[config.mk]
export PLATFORM = sky130hd
export DESIGN_NAME = batch_norm_stream
export DESIGN_NICKNAME = d
export VERILOG_FILES = /design/src/rtl/bn_pkg.sv /design/src/rtl/bn_coef_bank.sv /design/src/rtl/batch_norm_stream.sv
export SDC_FILE = /design/constraint.sdc
export NUM_CORES = 2
export LEC_CHECK = 0
export CAP_MARGIN = 20
export CELL_PAD_IN_SITES_DETAIL_PLACEMENT = 0
export CELL_PAD_IN_SITES_GLOBAL_PLACEMENT = 1
export CORE_ASPECT_RATIO = 1.75
export CORE_UTILIZATION = 49
export CTS_CLUSTER_DIAMETER = 150
export DETAILED_ROUTE_END_ITERATION = 10
export GPL_TIMING_DRIVEN = 0
export PLACE_DENSITY_LB_ADDON = 0.1
export SYNTH_ARGS = -nofsm -noshare
export SYNTH_HDL_FRONTEND = slang
export SYNTH_HIERARCHICAL = 1
export SYNTH_SLANG_ARGS = --single-unit
[constraint.sdc]
create_clock -name clk -period 7.6 [get_ports clk]
set_input_delay 1.14 -clock clk [delete_from_list [all_inputs] [get_ports clk]]
set_output_delay 1.14 -clock clk [all_outputs]
set_load 0.02 [all_outputs]
[src/rtl/bn_pkg.sv]
// Shared definitions for the streaming batch-normalisation block.
// Contents: default parameter values, the fixed-point unity constant, the stream-level FSM
// state type, a coefficient-pair record at default widths and the saturating narrowing helper.
package bn_pkg;

    localparam int unsigned DEF_DATA_WIDTH = 16;
    localparam int unsigned DEF_FRAC_BITS  = 8;
    localparam int unsigned DEF_COEF_WIDTH = 16;
    localparam int unsigned DEF_FILTERS    = 64;
    localparam int unsigned DEF_INPUT      = 30;

    // 1.0 in the default Q format
    localparam int unsigned ONE = 1 << DEF_FRAC_BITS;

    typedef enum logic [0:0] {
        StIdle,
        StRun
    } bn_state_e;

    typedef struct packed {
        logic signed [DEF_COEF_WIDTH-1:0] gamma;
        logic signed [DEF_DATA_WIDTH-1:0] beta;
    } bn_coef_t;

    // Clamp a signed value to the range of a signed 'width'-bit number. The caller keeps the
    // low 'width' bits of the result.
    function automatic logic signed [63:0] sat_trunc(input logic signed [63:0] wide,
                                                     input int unsigned        width);
        logic signed [63:0] max_v;
        logic signed [63:0] min_v;
        max_v = (64'sd1 <<< (width - 1)) - 64'sd1;
        min_v = -(64'sd1 <<< (width - 1));
        if (wide > max_v) begin
            return max_v;
        end
        if (wide < min_v) begin
            return min_v;
        end
        return wide;
    endfunction

endpackage

[src/rtl/bn_coef_bank.sv]
// Per-channel gamma/beta register file.
// Ports:
//   clk, rst_n          clock and asynchronous active-low reset (entries return to 1.0 / 0)
//   wr_en, wr_addr      write strobe and channel index (caller guarantees wr_addr < FILTERS)
//   wr_gamma, wr_beta   values written at the clock edge
//   rd_addr             channel index for the combinational read
//   rd_gamma, rd_beta   coefficients of channel rd_addr
module bn_coef_bank
    import bn_pkg::*;
#(
    parameter int unsigned FILTERS    = DEF_FILTERS,
    parameter int unsigned DATA_WIDTH = DEF_DATA_WIDTH,
    parameter int unsigned COEF_WIDTH = DEF_COEF_WIDTH,
    parameter int unsigned FRAC_BITS  = DEF_FRAC_BITS
) (
    input  logic                         clk,
    input  logic                         rst_n,
    input  logic                         wr_en,
    input  logic [$clog2(FILTERS)-1:0]   wr_addr,
    input  logic [COEF_WIDTH-1:0]        wr_gamma,
    input  logic [DATA_WIDTH-1:0]        wr_beta,
    input  logic [$clog2(FILTERS)-1:0]   rd_addr,
    output logic [COEF_WIDTH-1:0]        rd_gamma,
    output logic [DATA_WIDTH-1:0]        rd_beta
);

    localparam logic [COEF_WIDTH-1:0] GammaOne = COEF_WIDTH'(1 << FRAC_BITS);

    logic [COEF_WIDTH-1:0] gamma_q [FILTERS];
    logic [DATA_WIDTH-1:0] beta_q  [FILTERS];

    always_ff @(posedge clk or negedge rst_n) begin
        if (!rst_n) begin
            for (int i = 0; i < int'(FILTERS); i++) begin
                gamma_q[i] <= GammaOne;
                beta_q[i]  <= '0;
            end
        end else if (wr_en) begin
            gamma_q[wr_addr] <= wr_gamma;
            beta_q[wr_addr]  <= wr_beta;
        end
    end

    assign rd_gamma = gamma_q[rd_addr];
    assign rd_beta  = beta_q[rd_addr];

endmodule

[src/rtl/batch_norm_stream.sv]
// Streaming per-channel batch normalisation: y = sat(((x * gamma[c]) >>> FRAC_BITS) + beta[c]),
// optional fused ReLU, on a channel-interleaved stream (beat k belongs to channel k mod FILTERS).
// Ports:
//   clk, rst_n                  clock, asynchronous active-low reset
//   clear                       synchronous abort: empties the pipeline, zeroes the counters
//   relu_en                     ReLU enable, captured with each accepted input beat
//   coef_wr_en/addr/gamma/beta  coefficient write port, honoured only while idle
//   coef_err                    one-cycle pulse after a rejected write
//   in_valid/in_ready/in_data   input stream
//   out_valid/out_ready/out_data/out_last   output stream, out_last on the final beat of a frame
//   frame_done                  one-cycle pulse after the out_last beat is taken
//   busy                        frame in progress or pipeline not empty
module batch_norm_stream
    import bn_pkg::*;
#(
    parameter int unsigned DATA_WIDTH = DEF_DATA_WIDTH,
    parameter int unsigned FRAC_BITS  = DEF_FRAC_BITS,
    parameter int unsigned COEF_WIDTH = DEF_COEF_WIDTH,
    parameter int unsigned FILTERS    = DEF_FILTERS,
    parameter int unsigned INPUT      = DEF_INPUT
) (
    input  logic                         clk,
    input  logic                         rst_n,
    input  logic                         clear,
    input  logic                         relu_en,
    input  logic                         coef_wr_en,
    input  logic [$clog2(FILTERS)-1:0]   coef_addr,
    input  logic [COEF_WIDTH-1:0]        coef_gamma,
    input  logic [DATA_WIDTH-1:0]        coef_beta,
    output logic                         coef_err,
    input  logic                         in_valid,
    output logic                         in_ready,
    input  logic [DATA_WIDTH-1:0]        in_data,
    output logic                         out_valid,
    input  logic                         out_ready,
    output logic [DATA_WIDTH-1:0]        out_data,
    output logic                         out_last,
    output logic                         frame_done,
    output logic                         busy
);

    localparam int unsigned AddrWidth = $clog2(FILTERS);
    localparam int unsigned Pixels    = INPUT * INPUT;
    localparam int unsigned PixWidth  = (Pixels > 1) ? $clog2(Pixels) : 1;
    localparam int unsigned ProdWidth = DATA_WIDTH + COEF_WIDTH;
    localparam int unsigned SumWidth  = ProdWidth + 1;

    localparam logic [AddrWidth-1:0] LastCh  = AddrWidth'(FILTERS - 1);
    localparam logic [PixWidth-1:0]  LastPix = PixWidth'(Pixels - 1);

    bn_state_e               state_q, state_d;
    logic [AddrWidth-1:0]    ch_q, ch_d;
    logic [PixWidth-1:0]     pix_q, pix_d;

    // S1: product plus the per-beat side information it travels with
    logic                        s1_valid_q;
    logic signed [ProdWidth-1:0] s1_prod_q;
    logic signed [DATA_WIDTH-1:0] s1_beta_q;
    logic                        s1_relu_q;
    logic                        s1_last_q;

    // S2: final result, drives the output port
    logic                    s2_valid_q;
    logic [DATA_WIDTH-1:0]   s2_data_q;
    logic                    s2_last_q;

    logic frame_done_q;
    logic coef_err_q;

    logic adv1, adv2, in_fire, out_fire, last_beat;
    logic coef_addr_ok, coef_wr_ok;

    logic [COEF_WIDTH-1:0]        rd_gamma;
    logic [DATA_WIDTH-1:0]        rd_beta;
    logic signed [DATA_WIDTH-1:0] in_s;
    logic signed [COEF_WIDTH-1:0] gamma_s;
    logic signed [ProdWidth-1:0]  mul;
    logic signed [ProdWidth-1:0]  shifted;
    logic signed [SumWidth-1:0]   sum;
    logic [DATA_WIDTH-1:0]        s2_result;

    bn_coef_bank #(
        .FILTERS    (FILTERS),
        .DATA_WIDTH (DATA_WIDTH),
        .COEF_WIDTH (COEF_WIDTH),
        .FRAC_BITS  (FRAC_BITS)
    ) u_coef_bank (
        .clk      (clk),
        .rst_n    (rst_n),
        .wr_en    (coef_wr_ok),
        .wr_addr  (coef_addr),
        .wr_gamma (coef_gamma),
        .wr_beta  (coef_beta),
        .rd_addr  (ch_q),
        .rd_gamma (rd_gamma),
        .rd_beta  (rd_beta)
    );

    // Handshake: each stage can take a new beat when it is empty or the next stage advances.
    assign adv2     = !s2_valid_q || out_ready;
    assign adv1     = !s1_valid_q || adv2;
    assign in_ready = adv1 && !clear;
    assign in_fire  = in_valid && in_ready;
    assign out_fire = s2_valid_q && out_ready;

    assign busy      = (state_q == StRun) || s1_valid_q || s2_valid_q;
    assign last_beat = (ch_q == LastCh) && (pix_q == LastPix);

    assign coef_addr_ok = ({1'b0, coef_addr} < (AddrWidth + 1)'(FILTERS));
    assign coef_wr_ok   = coef_wr_en && !busy && coef_addr_ok;

    // Frame FSM
    always_comb begin
        state_d = state_q;
        case (state_q)
            StIdle:  if (in_fire && !last_beat) state_d = StRun;
            StRun:   if (in_fire && last_beat)  state_d = StIdle;
            default: state_d = StIdle;
        endcase
        if (clear) begin
            state_d = StIdle;
        end
    end

    // Channel / pixel position of the next input beat
    always_comb begin
        ch_d  = ch_q;
        pix_d = pix_q;
        if (clear) begin
            ch_d  = '0;
            pix_d = '0;
        end else if (in_fire) begin
            if (last_beat) begin
                ch_d  = '0;
                pix_d = '0;
            end else if (ch_q == LastCh) begin
                ch_d  = '0;
                pix_d = pix_q + PixWidth'(1);
            end else begin
                ch_d = ch_q + AddrWidth'(1);
            end
        end
    end

    // S1 multiply, operands sign-extended to the full product width
    always_comb begin
        in_s    = in_data;
        gamma_s = rd_gamma;
        mul     = ProdWidth'(in_s) * ProdWidth'(gamma_s);
    end

    // S2 shift (floor), add beta, saturate, optional ReLU
    always_comb begin
        shifted   = s1_prod_q >>> FRAC_BITS;
        sum       = SumWidth'(shifted) + SumWidth'(s1_beta_q);
        s2_result = DATA_WIDTH'(sat_trunc({{(64 - SumWidth){sum[SumWidth-1]}}, sum}, DATA_WIDTH));
        if (s1_relu_q && s2_result[DATA_WIDTH-1]) begin
            s2_result = '0;
        end
    end

    always_ff @(posedge clk or negedge rst_n) begin
        if (!rst_n) begin
            state_q      <= StIdle;
            ch_q         <= '0;
            pix_q        <= '0;
            s1_valid_q   <= 1'b0;
            s1_prod_q    <= '0;
            s1_beta_q    <= '0;
            s1_relu_q    <= 1'b0;
            s1_last_q    <= 1'b0;
            s2_valid_q   <= 1'b0;
            s2_data_q    <= '0;
            s2_last_q    <= 1'b0;
            frame_done_q <= 1'b0;
            coef_err_q   <= 1'b0;
        end else begin
            state_q      <= state_d;
            ch_q         <= ch_d;
            pix_q        <= pix_d;
            coef_err_q   <= coef_wr_en && !coef_wr_ok;
            // An out_last handshake coinciding with clear still completes, but the frame is
            // treated as aborted.
            frame_done_q <= out_fire && s2_last_q && !clear;

            if (clear) begin
                s1_valid_q <= 1'b0;
                s2_valid_q <= 1'b0;
            end else begin
                if (adv1) s1_valid_q <= in_fire;
                if (adv2) s2_valid_q <= s1_valid_q;
            end

            if (in_fire) begin
                s1_prod_q <= mul;
                s1_beta_q <= rd_beta;
                s1_relu_q <= relu_en;
                s1_last_q <= last_beat;
            end

            // Only load on advance so the output holds while stalled
            if (adv2 && s1_valid_q && !clear) begin
                s2_data_q <= s2_result;
                s2_last_q <= s1_last_q;
            end
        end
    end

    assign out_valid  = s2_valid_q;
    assign out_data   = s2_data_q;
    assign out_last   = s2_valid_q && s2_last_q;
    assign frame_done = frame_done_q;
    assign coef_err   = coef_err_q;

endmodule

==> impl_metrics.yaml <==
run_status:
  status: "complete, but fails checks"
  violations: "negative setup slack"
placement:
  placed_cells: 10340
  post_dp_cell_area_mm2: 0.1128
  routabilityCongestion: 1.037
  io_buffer_count: 49
  pre_cts_ws_ns: -4.171
  hpwl_um: 311600
cts:
  path_clk_slew_ns: 0.06
  clock-sinks: 2128
  root_buffer: "clkbuf_16"
  cts_tree: "yes"
  clk_path_buf_depth: 4
  htree_levels: 4
  cts_buffers: 205
  clkLatencyLatePin_ns: 0.92
  hold_buffers: 0
yosys:
  synth_cell_types: 76
  muxShareOfSynthArea: 0.3399
  ys_warn_count: 6
  syn_nets: 7784
  synth.avg_cell_area_um2: 14.53
  synth_seq_cells: 2128
  async_flop_share: 1.000
  yosys.area_share.simple: 0.03199
  synth_top_family_by_area: "multiplexers"
  synthAdderAreaFrac: 0.06138
  ys.flop_type: "dfrtp_1"
  yosysSeqAreaShare: 0.4991
  syn_inst: 7356
  synth_xor_xnor_area_share: 0.004344
  synth_compound_area_frac: 0.02458
  synth_edf_count: 0
  syn_area_mm2: 0.1069
layout:
  area_growth_pct: 17.10
  final_common_cell: "mux2_2"
  utilization: 0.5777
  fin_cells: 10960
  drive_gt1_frac: 0.4783
  fillerInstances: 17480
  design_area_mm2: 0.1251
  final_cell_mix: "2074 x mux2_2, 2059 x dfrtp_1, 538 x mux4_2"
  finalNetCount: 8355
floorplanning:
  die_h_um: 619.8
  die-area_mm2: 0.2200
  ios: 83
  fp.coreArea_mm2: 0.2166
  fp.dieW_um: 355.0
  initial_core_util: 0.4934
  row_count: 226
critical_path:
  critical_path.max_stage_delay_ns: 0.65
  cpMostUsedCell: "a21o_1"
  cp-start-kind: "register"
  crit_slowest_cell: "fa_2"
  worstRegToRegCells: 34
  worst-setup-path-type: "reg -> reg"
  cp_max_fo: 6
  critPathRequiredTime_ns: 8.34
  end_kind: "register"
  crit_arrival_ns: 9.42
  rrSetupSlack_ns: -1.08
global_routing:
  grt_pass1_wl_um: 599900
  grtUsageTotal: 0.4017
  antenna_found_initial: 32
  grt_overflow: 0
  grt_pass1_vias: 74360
  grt_start_max_net_pins: 191
hold_path:
  hold_path_class: "in -> async"
sta:
  slew_headroom: 0.1446
  clock_skew_ns: 0.05710
  min_period_over_period: 1.142
  worst_slack_ns: -1.079
  setup_violations: 22
  hold_violations: 0
  tns_ns: -15.42
  hold_slack_ns: 0.1740
  fmax_ghz: 0.1152
  drv_slew: 0
  worst_pin_slew_ns: 1.278
  rsz0062_at_grt: "yes"
  period_minus_slack_ns: 8.679
routing:
  drt-initial-drc-count: 6054
  wirelength_um: 435800
  wire_per_inst_um: 39.77
  vias: 70000
  drc: 0
  dr.pass1.iters: 6
  viasPerCell: 6.389
  ant_nets: 0
pwr:
  p_per_area_mw_per_mm2: 249.3
  finalPower_mw: 31.19
  p_leak_nw: 58.20
  ir_drop_uv: 350.0
flow_run:
  cap_viol_max_count: 0
==> metal layers <==
| layer | up-vias | share of wire | track usage |
|---|---|---|---|
| met5 | - | 0.00034 | 0 |
| met4 | 22 | 0.12 | 0.3858 |
| met3 | 1545 | 0.067 | 0.09041 |
| met2 | 3016 | 0.49 | 0.6598 |
| met1 | 37950 | 0.33 | 0.4229 |
| li1 | 27470 | - | - |
==> logic make-up after synthesis <==
kind of cell | after synthesis
flip-flops | 2128
buffers and inverters | 994
AO/OA/AOI/OAI | 411
XOR/XNOR | 53
adder cells (fa/ha/maj) | 367
AND/OR/NAND/NOR | 706
multiplexers | 2697
==> power breakdown <==
group | switching, mW | internal [mW]
logic | 4.26 | 3.41
registers | 0.591 | 12.4
clock network | 4.62 | 5.90
==> cells in the mapped netlist, types with 5 or more instances <==
cell type,n,share of area
a211oi_1,6,0.00042
a21o_1,22,0.0015
a21oi_1,105,0.0049
a221oi_1,7,0.00057
a31oi_1,14,0.00082
and2_1,124,0.0073
and3_1,6,0.00035
buf_1,100,0.0035
buf_2,161,0.0075
buf_4,32,0.0022
buf_6,12,0.0013
clkbuf_1,343,0.012
dfrtp_1,2064,0.48
dfstp_2,64,0.016
fa_1,262,0.049
ha_1,105,0.012
inv_1,343,0.012
mux2_2,2074,0.22
mux2i_1,85,0.0080
mux4_2,538,0.11
nand2_1,247,0.0087
nand2b_1,18,0.0011
nand3_1,24,0.0011
nand3b_1,9,0.00063
nand4_1,14,0.00082
nor2_1,168,0.0059
nor2b_1,16,0.00094
nor3_1,22,0.0010
o21ai_0,50,0.0023
o21ai_1,20,0.00094
o21bai_1,6,0.00042
o221ai_1,26,0.0021
o22ai_1,107,0.0063
o31ai_1,7,0.00049
or2_2,9,0.00053
or3_1,12,0.00070
or3b_2,5,0.00041
or4_1,6,0.00042
or4_4,5,0.00053
xnor2_1,33,0.0027
xor2_1,20,0.0016
==> worst max-delay path, delay by kind of cell, from the launching register on <==
family | cells | cell delay (ns)
AO/OA/AOI/OAI | 10 | 1.66
adder cells (fa/ha/maj) | 7 | 3.48
multiplexers | 2 | 1.07
buffers and inverters | 12 | 1.39
AND/OR/NAND/NOR | 2 | 0.21
XOR/XNOR | 1 | 0.25
flip-flops | 1 | 0.42
==> final cells by class <==
type                       instances  area, um2  area share
buffer                           641       4748     0.03794
clock buffer                     305       6050     0.04834
multi-input combinational       4234      50800      0.4059
inverter                         346       1311     0.01048
antenna                           24      60.06   0.0004799
timing repair buffer             371       4623     0.03694
clock inverter                    58      646.9    0.005169
tap                             2850       3566     0.02850
sequential                      2128      53340      0.4262
==> flip-flops by register name, indices dropped and copies added, names as in the netlist <==
name,cells
ch_q,6
coef_err,1
frame_done,1
out_data,16
out_valid,1
pix_q,10
s1_beta_q,16
s1_last_q,1
s1_prod_q,24
s1_relu_q,1
s1_valid_q,1
s2_last_q,1
state_q,1
u_coef_bank/beta_q,1024
u_coef_bank/gamma_q,1024
==> timing repair <==
action                     CTS  global route
resized for setup          571           170
setup endpoints to repair   24            23
cloned                       6             1
pin swaps                   53           105
buffers inserted           109           121
==> worst paths after layout <==
kind | start | endpoint
max | ch_q[0] | s1_prod_q[29]
min | rst_n | u_coef_bank/beta_q[68]
max reg2reg | ch_q[0] | s1_prod_q[29]
min reg2reg | s1_last_q | s2_last_q
max in group asynchronous | rst_n | u_coef_bank/beta_q[75]
min in group clk | s1_last_q | s2_last_q
Power figures use the tool's default switching activity.
